`src/rtl/axi_decerr_slave_pkg.sv`:
```
// Shared constants and types for the ExtIO decode-error responder.
// Mirrors the ariane_soc constants this block depends on:
//   IdWidthSlave - AXI ID width seen by slaves behind the I/O demux
//   DecErrResp   - AXI DECERR response code
//   ExtLast      - demux port index the responder is attached to
package axi_decerr_slave_pkg;

  localparam int unsigned IdWidthSlave = 5;
  localparam int unsigned ExtLast      = 6;

  localparam logic [1:0] OkayResp   = 2'b00;
  localparam logic [1:0] DecErrResp = 2'b11;

  typedef enum logic [1:0] {
    W_IDLE = 2'd0,
    W_DATA = 2'd1,
    W_RESP = 2'd2
  } wr_state_e;

  typedef enum logic {
    R_IDLE = 1'b0,
    R_DATA = 1'b1
  } rd_state_e;

endpackage

```
`src/rtl/axi_decerr_rd_burst.sv`:
```
// Read half of the decode-error responder: accepts one AR at a time and
// returns ar_len+1 DECERR beats carrying a fixed data pattern.
// Ports:
//   clk_i, rst_i               clock, asynchronous active-high reset
//   ar_valid_i/ar_ready_o      read-address handshake
//   ar_id_i, ar_len_i          ID to echo and burst length
//   r_valid_o/r_ready_i        read-data handshake
//   r_id_o, r_data_o, r_resp_o, r_last_o  read-data payload
module axi_decerr_rd_burst
  import axi_decerr_slave_pkg::*;
#(
  parameter int unsigned          IdWidth   = IdWidthSlave,
  parameter int unsigned          DataWidth = 64,
  parameter logic [DataWidth-1:0] RdPattern = 64'hBADC_AB1E_BADC_AB1E
) (
  input  logic                 clk_i,
  input  logic                 rst_i,
  input  logic                 ar_valid_i,
  output logic                 ar_ready_o,
  input  logic [IdWidth-1:0]   ar_id_i,
  input  logic [7:0]           ar_len_i,
  output logic                 r_valid_o,
  input  logic                 r_ready_i,
  output logic [IdWidth-1:0]   r_id_o,
  output logic [DataWidth-1:0] r_data_o,
  output logic [1:0]           r_resp_o,
  output logic                 r_last_o
);

  rd_state_e              state_reg;
  logic [7:0]             cnt_reg;      // beats remaining after the current one
  logic                   ar_ready_reg;
  logic                   r_valid_reg;
  logic [IdWidth-1:0]     r_id_reg;
  logic [DataWidth-1:0]   r_data_reg;
  logic [1:0]             r_resp_reg;
  logic                   r_last_reg;

  always_ff @(posedge clk_i or posedge rst_i) begin
    if (rst_i) begin
      state_reg    <= R_IDLE;
      cnt_reg      <= 8'd0;
      ar_ready_reg <= 1'b0;
      r_valid_reg  <= 1'b0;
      r_id_reg     <= '0;
      r_data_reg   <= '0;
      r_resp_reg   <= OkayResp;
      r_last_reg   <= 1'b0;
    end else begin
      unique case (state_reg)
        R_IDLE: begin
          // ready comes up one cycle after reset release and stays up
          ar_ready_reg <= 1'b1;
          if (ar_valid_i && ar_ready_reg) begin
            ar_ready_reg <= 1'b0;
            cnt_reg      <= ar_len_i;
            r_valid_reg  <= 1'b1;
            r_id_reg     <= ar_id_i;
            r_data_reg   <= RdPattern;
            r_resp_reg   <= DecErrResp;
            r_last_reg   <= (ar_len_i == 8'd0);
            state_reg    <= R_DATA;
          end
        end
        R_DATA: begin
          if (r_ready_i) begin
            if (cnt_reg == 8'd0) begin
              r_valid_reg  <= 1'b0;
              r_last_reg   <= 1'b0;
              ar_ready_reg <= 1'b1;
              state_reg    <= R_IDLE;
            end else begin
              // counting down to zero means len=255 gives 256 beats, no wrap
              cnt_reg    <= cnt_reg - 8'd1;
              r_last_reg <= (cnt_reg == 8'd1);
            end
          end
        end
        default: state_reg <= R_IDLE;
      endcase
    end
  end

  assign ar_ready_o = ar_ready_reg;
  assign r_valid_o  = r_valid_reg;
  assign r_id_o     = r_id_reg;
  assign r_data_o   = r_data_reg;
  assign r_resp_o   = r_resp_reg;
  assign r_last_o   = r_last_reg;

endmodule

```
`src/rtl/axi_decerr_slave.sv`:
```
// AXI4 responder for unmapped holes of the ExtIO window. Every burst is
// completed with DECERR so the core takes an access fault instead of
// hanging; the first faulting address is held for software and every
// accepted AW/AR produces a one-cycle interrupt pulse.
// Ports:
//   clk_i, rst_i                      clock, asynchronous active-high reset
//   aw_*, w_*, b_*                    AXI write channels (W data discarded)
//   ar_*, r_*                         AXI read channels
//   err_clr_i                         clears the sticky capture
//   err_valid_o, err_addr_o, err_we_o captured fault (sticky)
//   err_irq_o                         one-cycle pulse per accepted AW/AR
module axi_decerr_slave
  import axi_decerr_slave_pkg::*;
#(
  parameter int unsigned          IdWidth   = IdWidthSlave,
  parameter int unsigned          AddrWidth = 64,
  parameter int unsigned          DataWidth = 64,
  parameter logic [DataWidth-1:0] RdPattern = 64'hBADC_AB1E_BADC_AB1E
) (
  input  logic                 clk_i,
  input  logic                 rst_i,
  input  logic                 aw_valid_i,
  output logic                 aw_ready_o,
  input  logic [IdWidth-1:0]   aw_id_i,
  input  logic [AddrWidth-1:0] aw_addr_i,
  input  logic [7:0]           aw_len_i,
  input  logic                 w_valid_i,
  output logic                 w_ready_o,
  input  logic                 w_last_i,
  output logic                 b_valid_o,
  input  logic                 b_ready_i,
  output logic [IdWidth-1:0]   b_id_o,
  output logic [1:0]           b_resp_o,
  input  logic                 ar_valid_i,
  output logic                 ar_ready_o,
  input  logic [IdWidth-1:0]   ar_id_i,
  input  logic [AddrWidth-1:0] ar_addr_i,
  input  logic [7:0]           ar_len_i,
  output logic                 r_valid_o,
  input  logic                 r_ready_i,
  output logic [IdWidth-1:0]   r_id_o,
  output logic [DataWidth-1:0] r_data_o,
  output logic [1:0]           r_resp_o,
  output logic                 r_last_o,
  input  logic                 err_clr_i,
  output logic                 err_valid_o,
  output logic [AddrWidth-1:0] err_addr_o,
  output logic                 err_we_o,
  output logic                 err_irq_o
);

  wr_state_e            w_state_reg;
  logic                 aw_ready_reg;
  logic                 w_ready_reg;
  logic                 b_valid_reg;
  logic [IdWidth-1:0]   b_id_reg;
  logic [1:0]           b_resp_reg;

  logic                 err_valid_reg;
  logic [AddrWidth-1:0] err_addr_reg;
  logic                 err_we_reg;
  logic                 err_irq_reg;

  logic                 aw_hs;
  logic                 ar_hs;
  logic                 ar_ready_int;

  // The write burst is drained on WLAST, so the AW length carries no meaning here.
  logic                 aw_len_unused;
  assign aw_len_unused = ^aw_len_i;

  assign aw_hs = aw_valid_i & aw_ready_reg;
  assign ar_hs = ar_valid_i & ar_ready_int;

  // Write FSM: accept AW, swallow W up to WLAST, answer with one DECERR B.
  always_ff @(posedge clk_i or posedge rst_i) begin
    if (rst_i) begin
      w_state_reg  <= W_IDLE;
      aw_ready_reg <= 1'b0;
      w_ready_reg  <= 1'b0;
      b_valid_reg  <= 1'b0;
      b_id_reg     <= '0;
      b_resp_reg   <= OkayResp;
    end else begin
      unique case (w_state_reg)
        W_IDLE: begin
          aw_ready_reg <= 1'b1;
          if (aw_hs) begin
            aw_ready_reg <= 1'b0;
            w_ready_reg  <= 1'b1;
            b_id_reg     <= aw_id_i;
            w_state_reg  <= W_DATA;
          end
        end
        W_DATA: begin
          if (w_valid_i && w_ready_reg && w_last_i) begin
            w_ready_reg <= 1'b0;
            b_valid_reg <= 1'b1;
            b_resp_reg  <= DecErrResp;
            w_state_reg <= W_RESP;
          end
        end
        W_RESP: begin
          if (b_ready_i) begin
            b_valid_reg  <= 1'b0;
            aw_ready_reg <= 1'b1;
            w_state_reg  <= W_IDLE;
          end
        end
        default: w_state_reg <= W_IDLE;
      endcase
    end
  end

  // Sticky first-fault capture. A handshake in the clear cycle re-arms the
  // capture with the new fault; on a simultaneous AW/AR the write is kept.
  always_ff @(posedge clk_i or posedge rst_i) begin
    if (rst_i) begin
      err_valid_reg <= 1'b0;
      err_addr_reg  <= '0;
      err_we_reg    <= 1'b0;
      err_irq_reg   <= 1'b0;
    end else begin
      err_irq_reg <= aw_hs | ar_hs;
      if ((aw_hs || ar_hs) && (!err_valid_reg || err_clr_i)) begin
        err_valid_reg <= 1'b1;
        err_we_reg    <= aw_hs;
        err_addr_reg  <= aw_hs ? aw_addr_i : ar_addr_i;
      end else if (err_clr_i) begin
        err_valid_reg <= 1'b0;
      end
    end
  end

  axi_decerr_rd_burst #(
    .IdWidth   (IdWidth),
    .DataWidth (DataWidth),
    .RdPattern (RdPattern)
  ) u_rd (
    .clk_i      (clk_i),
    .rst_i      (rst_i),
    .ar_valid_i (ar_valid_i),
    .ar_ready_o (ar_ready_int),
    .ar_id_i    (ar_id_i),
    .ar_len_i   (ar_len_i),
    .r_valid_o  (r_valid_o),
    .r_ready_i  (r_ready_i),
    .r_id_o     (r_id_o),
    .r_data_o   (r_data_o),
    .r_resp_o   (r_resp_o),
    .r_last_o   (r_last_o)
  );

  assign aw_ready_o  = aw_ready_reg;
  assign w_ready_o   = w_ready_reg;
  assign b_valid_o   = b_valid_reg;
  assign b_id_o      = b_id_reg;
  assign b_resp_o    = b_resp_reg;
  assign ar_ready_o  = ar_ready_int;
  assign err_valid_o = err_valid_reg;
  assign err_addr_o  = err_addr_reg;
  assign err_we_o    = err_we_reg;
  assign err_irq_o   = err_irq_reg;

endmodule

```
`config.mk`:
```
export PLATFORM = sky130hd
export DESIGN_NAME = axi_decerr_slave
export DESIGN_NICKNAME = d
export VERILOG_FILES = /design/src/rtl/axi_decerr_slave_pkg.sv /design/src/rtl/axi_decerr_rd_burst.sv /design/src/rtl/axi_decerr_slave.sv
export SDC_FILE = /design/constraint.sdc
export NUM_CORES = 1
export LEC_CHECK = 0
export CAP_MARGIN = 20
export CELL_PAD_IN_SITES_DETAIL_PLACEMENT = 1
export CELL_PAD_IN_SITES_GLOBAL_PLACEMENT = 2
export CORE_UTILIZATION = 18
export DETAILED_ROUTE_END_ITERATION = 6
export PLACE_DENSITY_LB_ADDON = 0.1
export SKIP_CTS_REPAIR_TIMING = 1
export SLEW_MARGIN = 10
export SYNTH_ARGS = -nofsm -noshare
export SYNTH_HDL_FRONTEND = slang
export SYNTH_SLANG_ARGS = --single-unit
```
`constraint.sdc`:
```
create_clock -name clk_i -period 3.25 [get_ports clk_i]
set_input_delay 0.8125 -clock clk_i [delete_from_list [all_inputs] [get_ports clk_i]]
set_output_delay 0.8125 -clock clk_i [all_outputs]
set_load 0.02 [all_outputs]
```
### Yosys cells after proc, flatten, opt, wreduce, memory -nomap -nowiden

Index checks and enable logic that the tools add are counted.

| storage, ports and cells | value |
|---|---|
| register bits | 97 |
| input bits | 163 |
| output and inout bits | 151 |
| logic and storage cells | 94 |

| operators by class | value |
|---|---|
| $add $sub $neg | 1 |
| equality and inequality tests | 10 |
| multiplexer cells | 36 |
| bitwise gates (word level) | 4 |
| reductions and logical operators | 25 |

Operator list:

| operator | count |
|---|---|
| $mux W64 | 1 |
| $mux W8 | 3 |
| $mux W1 | 20 |
| $logic_not A8 Y1 | 2 |
| $pmux W8 S2 | 1 |
| $reduce_and A3 Y1 | 5 |
| $pmux W1 S2 | 7 |
| $ne A2 B2 Y1 const B | 6 |
| $reduce_and A2 Y1 | 6 |
| $eq A8 B1 Y1 const B | 1 |
| $reduce_bool A2 Y1 | 4 |
| $sub A8 B1 Y8 const B | 1 |
| $mux W2 | 3 |
| $pmux W2 S3 | 1 |
| $logic_and A1 B1 Y1 | 4 |
| $and A1 B1 Y1 | 2 |
| $eq A2 B1 Y1 const B | 1 |
| $eq A2 B2 Y1 const B | 1 |
| $logic_not A2 Y1 | 1 |
| $logic_or A1 B1 Y1 | 2 |
| $ne A2 B1 Y1 const B | 1 |
| $logic_not A1 Y1 | 1 |
| $not A1 Y1 | 1 |
| $or A1 B1 Y1 | 1 |

### Longest topological paths before layout

Gate-level depths: netlist (run 1).

| depth | value |
|---|---|
| word-level depth | 4 |
| mapped depth | 7 |
| gate-level depth less buffers | 6 |

### Modules after synthesis

A second synthesis (run 1) with hierarchy kept.

| unflattened totals | value |
|---|---|
| cell total of the unflattened synthesis | 430 |
| area, all modules | 5491.5 µm² |

Modules (own cells, without submodules):

| module | times used | cells an instance | area each (µm²) | sequential area each (µm²) |
|---|---|---|---|---|
| axi_decerr_slave | 1 | 254 | 4015.1 | 1951.9 |
| axi_decerr_rd_burst | 1 | 176 | 1476.4 | 450.4 |

### Least setup slack after synthesis (run 1)

No wires, ideal clock.

| path | value |
|---|---|
| path kind | register to output |
| start | reg u_rd.r_resp_o[0] (netlist name) |
| end | out r_data_o[11] |
| data arrival time | 1284 ps |
| required time | 2438 ps |
| path slack | 1153 ps |
| stages on the path, launching flop included | 2 |
| path buffers | 1 |
| cell sequence | dfrtp_1 -> buf_4 |

RTL lines:

| item | RTL line | RTL |
|---|---|---|
| to (decl) | axi_decerr_slave.sv:42 | `output logic [DataWidth-1:0] r_data_o,` |

==> flow_summary.ini, run 1 <==
[run_status]
outcome = finished clean

[clock_tree]
numCtsBuffers = 9
htreeDepth = 3
cts_sinks = 96
path_clk_slew_ns = 0.07
clock_path_buffers = 2
cts_tree = yes
clockRootBuffer = clkbuf_16
clock_latency_ns = 0.35

[yosys]
async_flop_share_pct = 100
synth_cell_types = 39
ys_ff_latch = 96
synth_warnings = 0
ys.flop_type = dfrtp_1
avgSynthCellArea_um2 = 9.81
synth_top_area_cell = dfrtp_1
syn_inst = 498
synthTopCellsByArea = dfrtp_1, mux2i_1, buf_4
synth_area_um2 = 4890
netlist.area_leader.share_pct = 49.2
yosysSeqAreaShare_pct = 49.2
synth_edf_count = 0

[sta]
rsz0062_at_grt = no
slew_viol_final = 0
finalClockSkew_ns = 0.0103
fmax_mhz = 402
tns_ns = 0
post-route-min-period_ns = 2.49
slew_headroom_pct = 54.1
finalCritPeriodShare_pct = 76.5
hold_viol = 0
tightest_slew_ns = 0.689
setup_viol = 0

[global_routing]
grt_first_pass_wirelength_um = 25600
grt_pass1_vias = 4455
grt_overflow_total = 0
grt_max_degree = 42
antenna_found_initial = 0
gr-usage-all-layers_pct = 11.9

[floorplan]
io_pins = 314
rows = 59
coreArea_um2 = 26400
die-area_um2 = 27800
die_height_um = 167
die_x_um = 167
initial_core_util_pct = 18.5

[hold_path]
min_path_type = register to register

[final_layout]
syn_to_final_growth_pct = 65.5
largest_reg_flops = 64
drive_above_1_share_pct = 5.31
fillCellCount = 2985
insertedDiodeCount = 0
layout.cells.non_filler = 1069
nets = 896

[critical_path]
critPathMaxStageDelay_ns = 0.68
crit_path_top_delay_cell = clkdlybuf4s50_1
end_kind = output pin
worst-path-max-fanout = 41
cp_num_buf_inv = 2
start_kind = register
crit_chain = buf_4 -> clkdlybuf4s50_1
arrival_ns = 1.67
critPathKind = register to output pin
cpLargestDelayFamily = buffers and inverters
crit_required_ns = 2.44

[route]
drcViolationCount = 0
avgViaCountPerCell = 3.98
firstDrtPassIters = 4
drtAntennaViolNets = 0
wire_per_inst_um = 15.5
vias = 4257
drtIter0Drc = 90
wl_um = 16600

[power]
leakage_nw = 3.30
power_density_nw_per_um2 = 881
p_total_mw = 7.13
ir_drop_v = 0.000195

[place]
portBuffers = 279
place_inst = 1055
place_congestion = 0.712
dp_hpwl_um = 12900

[run]
max_cap_viol_count = 0
[synthesized netlist by cell type (2+ instances only)]
master	count
a21oi_1	76
a31oi_1	2
buf_1	3
buf_2	10
buf_4	67
clkbuf_1	12
dfrtp_1	96
ha_1	2
inv_1	8
mux2_2	5
mux2i_1	65
nand2_1	29
nand2b_1	3
nand3_1	5
nor2_1	73
nor2b_1	2
nor3_1	5
o21ai_0	13
o22ai_1	2
[stage by stage]
stage | hold slack (ns) | setup slack [ns] | util [%] | instance area (um2)
floorplan | 0.511 | 1.15 | - | 4980
global placement | 0.464 | 0.700 | 29.5 | 7780
detailed placement | 0.473 | 0.686 | 29.5 | 7780
CTS | 0.491 | 0.723 | 30.7 | 8090
global route | 0.527 | 0.652 | 30.7 | 8090
finish | 0.486 | 0.765 | 30.7 | 8090
[tightest hold or removal path: cells and delay by family, from the launching register on]
| kind | cells | cell delay (ns) |
|---|---|---|
| flip-flops | 1 | 0.34 |
| AND/OR/NAND/NOR | 2 | 0.11 |
[cell families (layout without fill, tap and decap cells)]
group | after synthesis | in the layout | share of synthesized area, %
buffers and inverters | 101 | 312 | 13.2
AND/OR/NAND/NOR | 127 | 127 | 11.4
flip-flops | 96 | 96 | 49.2
multiplexers | 70 | 70 | 14.5
adder cells (fa/ha/maj) | 2 | 2 | 0.512
AO/OA/AOI/OAI | 101 | 101 | 11.2
other | 1 | 26 | 0.0767
[worst paths after layout]
kind	from	endpoint	slack, ns	cells past startpoint
max	u_rd.r_resp_o[0]	r_data_o[41]	0.76	2
min	u_rd.r_id_o[1]	u_rd.r_id_o[1]	0.49	2
max reg2reg	u_rd.state_reg	u_rd.cnt_reg[4]	1.19	5
min reg2reg	u_rd.r_id_o[1]	u_rd.r_id_o[1]	0.49	2
max in group asynchronous	rst_i	err_addr_o[17]	1.73	3
min in group asynchronous	rst_i	err_addr_o[50]	0.88	2
[routing by layer]
layer	up-vias	part of all wire, %	wire [um]	track usage [%]
met5	-	0	0	0
li1	2063	-	-	-
met2	160	50	8300	20.4
met1	2023	43	7140	14.7
met3	11	5.8	960	2.78
met4	0	1.3	216	3.86
[report_power, final]
| part | leakage, nW | internal [mW] | switching [mW] |
|---|---|---|---|
| combinational | 2.09 | 1.82 | 1.99 |
| clock | 0.148 | 0.688 | 0.463 |
| sequential | 1.07 | 1.77 | 0.398 |
| total | 3.30 | 4.28 | 2.85 |
[layout make-up]
| cell class | count | area, um2 | share of cell area, % |
|---|---|---|---|
| Sequential cell | 96 | 2400 | 29.7 |
| Clock buffer | 11 | 243 | 3.00 |
| Clock inverter | 3 | 67.6 | 0.835 |
| Multi-Input combinational cell | 326 | 1950 | 24.1 |
| Timing Repair Buffer | 290 | 2980 | 36.8 |
| Inverter | 8 | 33.8 | 0.418 |
| Tap cell | 335 | 419 | 5.18 |
[cells in the final DEF (no fill, tap or decap), types with 2 or more instances in the layout]
cell type,Yosys,layout
clkinvlp_4,0,2
clkbuf_16,0,9
o21ai_0,13,13
dfrtp_1,96,96
conb_1,1,26
a21oi_1,76,75
nor3_1,5,5
nor2_1,73,73
nor2b_1,2,2
inv_1,8,7
clkdlybuf4s50_1,0,279
nand3_1,5,5
buf_12,0,8
mux2i_1,65,65
nand2_1,29,29
a31oi_1,2,2
mux2_2,5,5
ha_1,2,2
bufinv_16,0,2
o22ai_1,2,2
buf_4,67,3
nand2b_1,3,3
No activity file was read; power rests on OpenSTA's default activity.
==> inputs of run 2 (changes only) <==
- clock period: 3.25 -> 2.2 ns (I/O delays scaled with it)
==> run 2 against run 1 <==
Count of clock-buffer cells in the layout increased by 1. Critical path depth unchanged. Die area unchanged. Clock skew increased by 0.0045 ns. Register-to-register slack got worse by 0.80 ns. Wire length increased by 0.75%. Cell count increased by 0.47%. Worst setup slack got worse by 0.67 ns. Clock power increased by 42%. Largest power group unchanged. Highest routed layer unchanged.
==> flow_summary.ini, run 2 (same netlist as run 1, synthesis figures left out) <==
[run_status]
outcome = finished clean

[clock_tree]
htreeDepth = 3
cts_tree = yes
path_clk_slew_ns = 0.08
numCtsBuffers = 9
clockRootBuffer = clkbuf_16
clock_latency_ns = 0.35
clock_path_buffers = 2
cts_sinks = 96

[critical_path]
crit_path_end = r_data_o[2]
rr_worst_depth = 7
critPathKind = register to output pin
worst-path-max-fanout = 41
r2r-start = u_rd.cnt_reg[0]
rrSetupSlack_ns = 0.39
cp-startpoint = u_rd.r_resp_o[0]
end_kind = output pin
start_kind = register
arrival_ns = 1.55
r2r_end = u_rd.cnt_reg[3]
crit_required_ns = 1.65

[route]
firstDrtPassIters = 4
drtAntennaViolNets = 0
drcViolationCount = 0
drtIter0Drc = 117
vias = 4290
wl_um = 16700
avgViaCountPerCell = 3.99
wire_per_inst_um = 15.6

[place]
place_inst = 1058
dp_hpwl_um = 12900
portBuffers = 279
place_ws_ns = 0.0681
place_congestion = 0.715

[final_layout]
multiInputGateArea_um2 = 1950
mostFrequentLayoutCell = clkdlybuf4s50_1
nets = 899
drive_above_1_share_pct = 5.82
postLayoutCoreUtil_pct = 30.6
fillCellCount = 3006
largest_reg_flops = 64
syn_to_final_growth_pct = 65.3
regArea_um2 = 2400
insertedDiodeCount = 0
mostFrequentLayoutCells = clkdlybuf4s50_1, dfrtp_1, a21oi_1
layout.cells.non_filler = 1074

[run]
max_cap_viol_count = 0

[global_routing]
grt_overflow_total = 0
antenna_found_initial = 0
gr-usage-all-layers_pct = 12.0
grt_first_pass_wirelength_um = 25700
grt_max_degree = 96
grt_pass1_vias = 4420

[floorplan]
die-area_um2 = 27800
io_pins = 314
die_x_um = 167
die_height_um = 167
coreArea_um2 = 26400
initial_core_util_pct = 18.5
rows = 59

[sta]
fmax_mhz = 476
tns_ns = 0
finalClockSkew_ns = 0.0147
rsz0062_at_grt = no
post-route-min-period_ns = 2.10
slew_viol_final = 0
finalCritPeriodShare_pct = 95.5
hold_viol = 0
worst_slack_ns = 0.0980
setup_viol = 0

[power]
leakage_nw = 3.30
ir_drop_v = 0.000299
power_density_nw_per_um2 = 1290

[hold_path]
min_path_type = register to register
[run 2: cell types whose count changed in the layout (fill, tap and decap cells not counted), sizes merged]
cell	before	now
clkinvlp	2	3
bufinv	2	1
clkinv	0	1
buf	11	14
clkbuf	11	12
[run 2: critical path, cell delays in order (launching register included)]
cell and delay, ns:
dfrtp_1 0.37, buf_12 0.19, clkdlybuf4s50_1 0.64
[run 2: per-layer routing]
| metal | track usage, % | vias to the layer above | routed length [um] | share of wire [%] |
|---|---|---|---|---|
| met5 | 0 | - | 0 | 0 |
| met4 | 3.62 | 0 | 168 | 1.0 |
| met3 | 3.02 | 11 | 1060 | 6.3 |
| met2 | 20.6 | 162 | 8310 | 50 |
| met1 | 14.7 | 2046 | 7200 | 43 |
| li1 | - | 2071 | - | - |
[run 2: stage by stage]
| stage | area (um2) | hold slack, ns | total power [mW] |
|---|---|---|---|
| detailed placement | 7780 | 0.466 | 8.97 |
| global route | 8080 | 0.518 | 11.2 |
| CTS | 8080 | 0.486 | 10.7 |
| finish | 8080 | 0.480 | 10.4 |
| floorplan | 4980 | 0.511 | 6.29 |
| global placement | 7780 | 0.466 | 8.87 |
[run 2: final cells by class]
class                   count  share of cell area, %
repair buffers            293                   36.8
clock buffers              12                   3.05
well taps                 335                   5.19
clock inverters             4                  0.666
inverters                   8                  0.418
flip-flops and latches     96                   29.7
multi-input cells         326                   24.1
[run 2: power by group]
group	switching (mW)	internal [mW]	total, mW
logic	2.97	2.67	5.64
registers	0.568	2.61	3.18
clock network	0.716	0.918	1.63
total	4.25	6.20	10.4
[run 2: worst min path at each step]
stage	to	slack, ns	cells after the start	start
floorplan	w_state_reg[1]	0.51	1	w_state_reg[0]
global placement	u_rd.r_id_o[4]	0.47	2	u_rd.r_id_o[4]
detailed placement	u_rd.r_id_o[3]	0.47	2	u_rd.r_id_o[3]
CTS	u_rd.r_id_o[3]	0.49	2	u_rd.r_id_o[3]
global route	u_rd.r_id_o[3]	0.52	2	u_rd.r_id_o[3]
finish	u_rd.r_id_o[3]	0.48	2	u_rd.r_id_o[3]
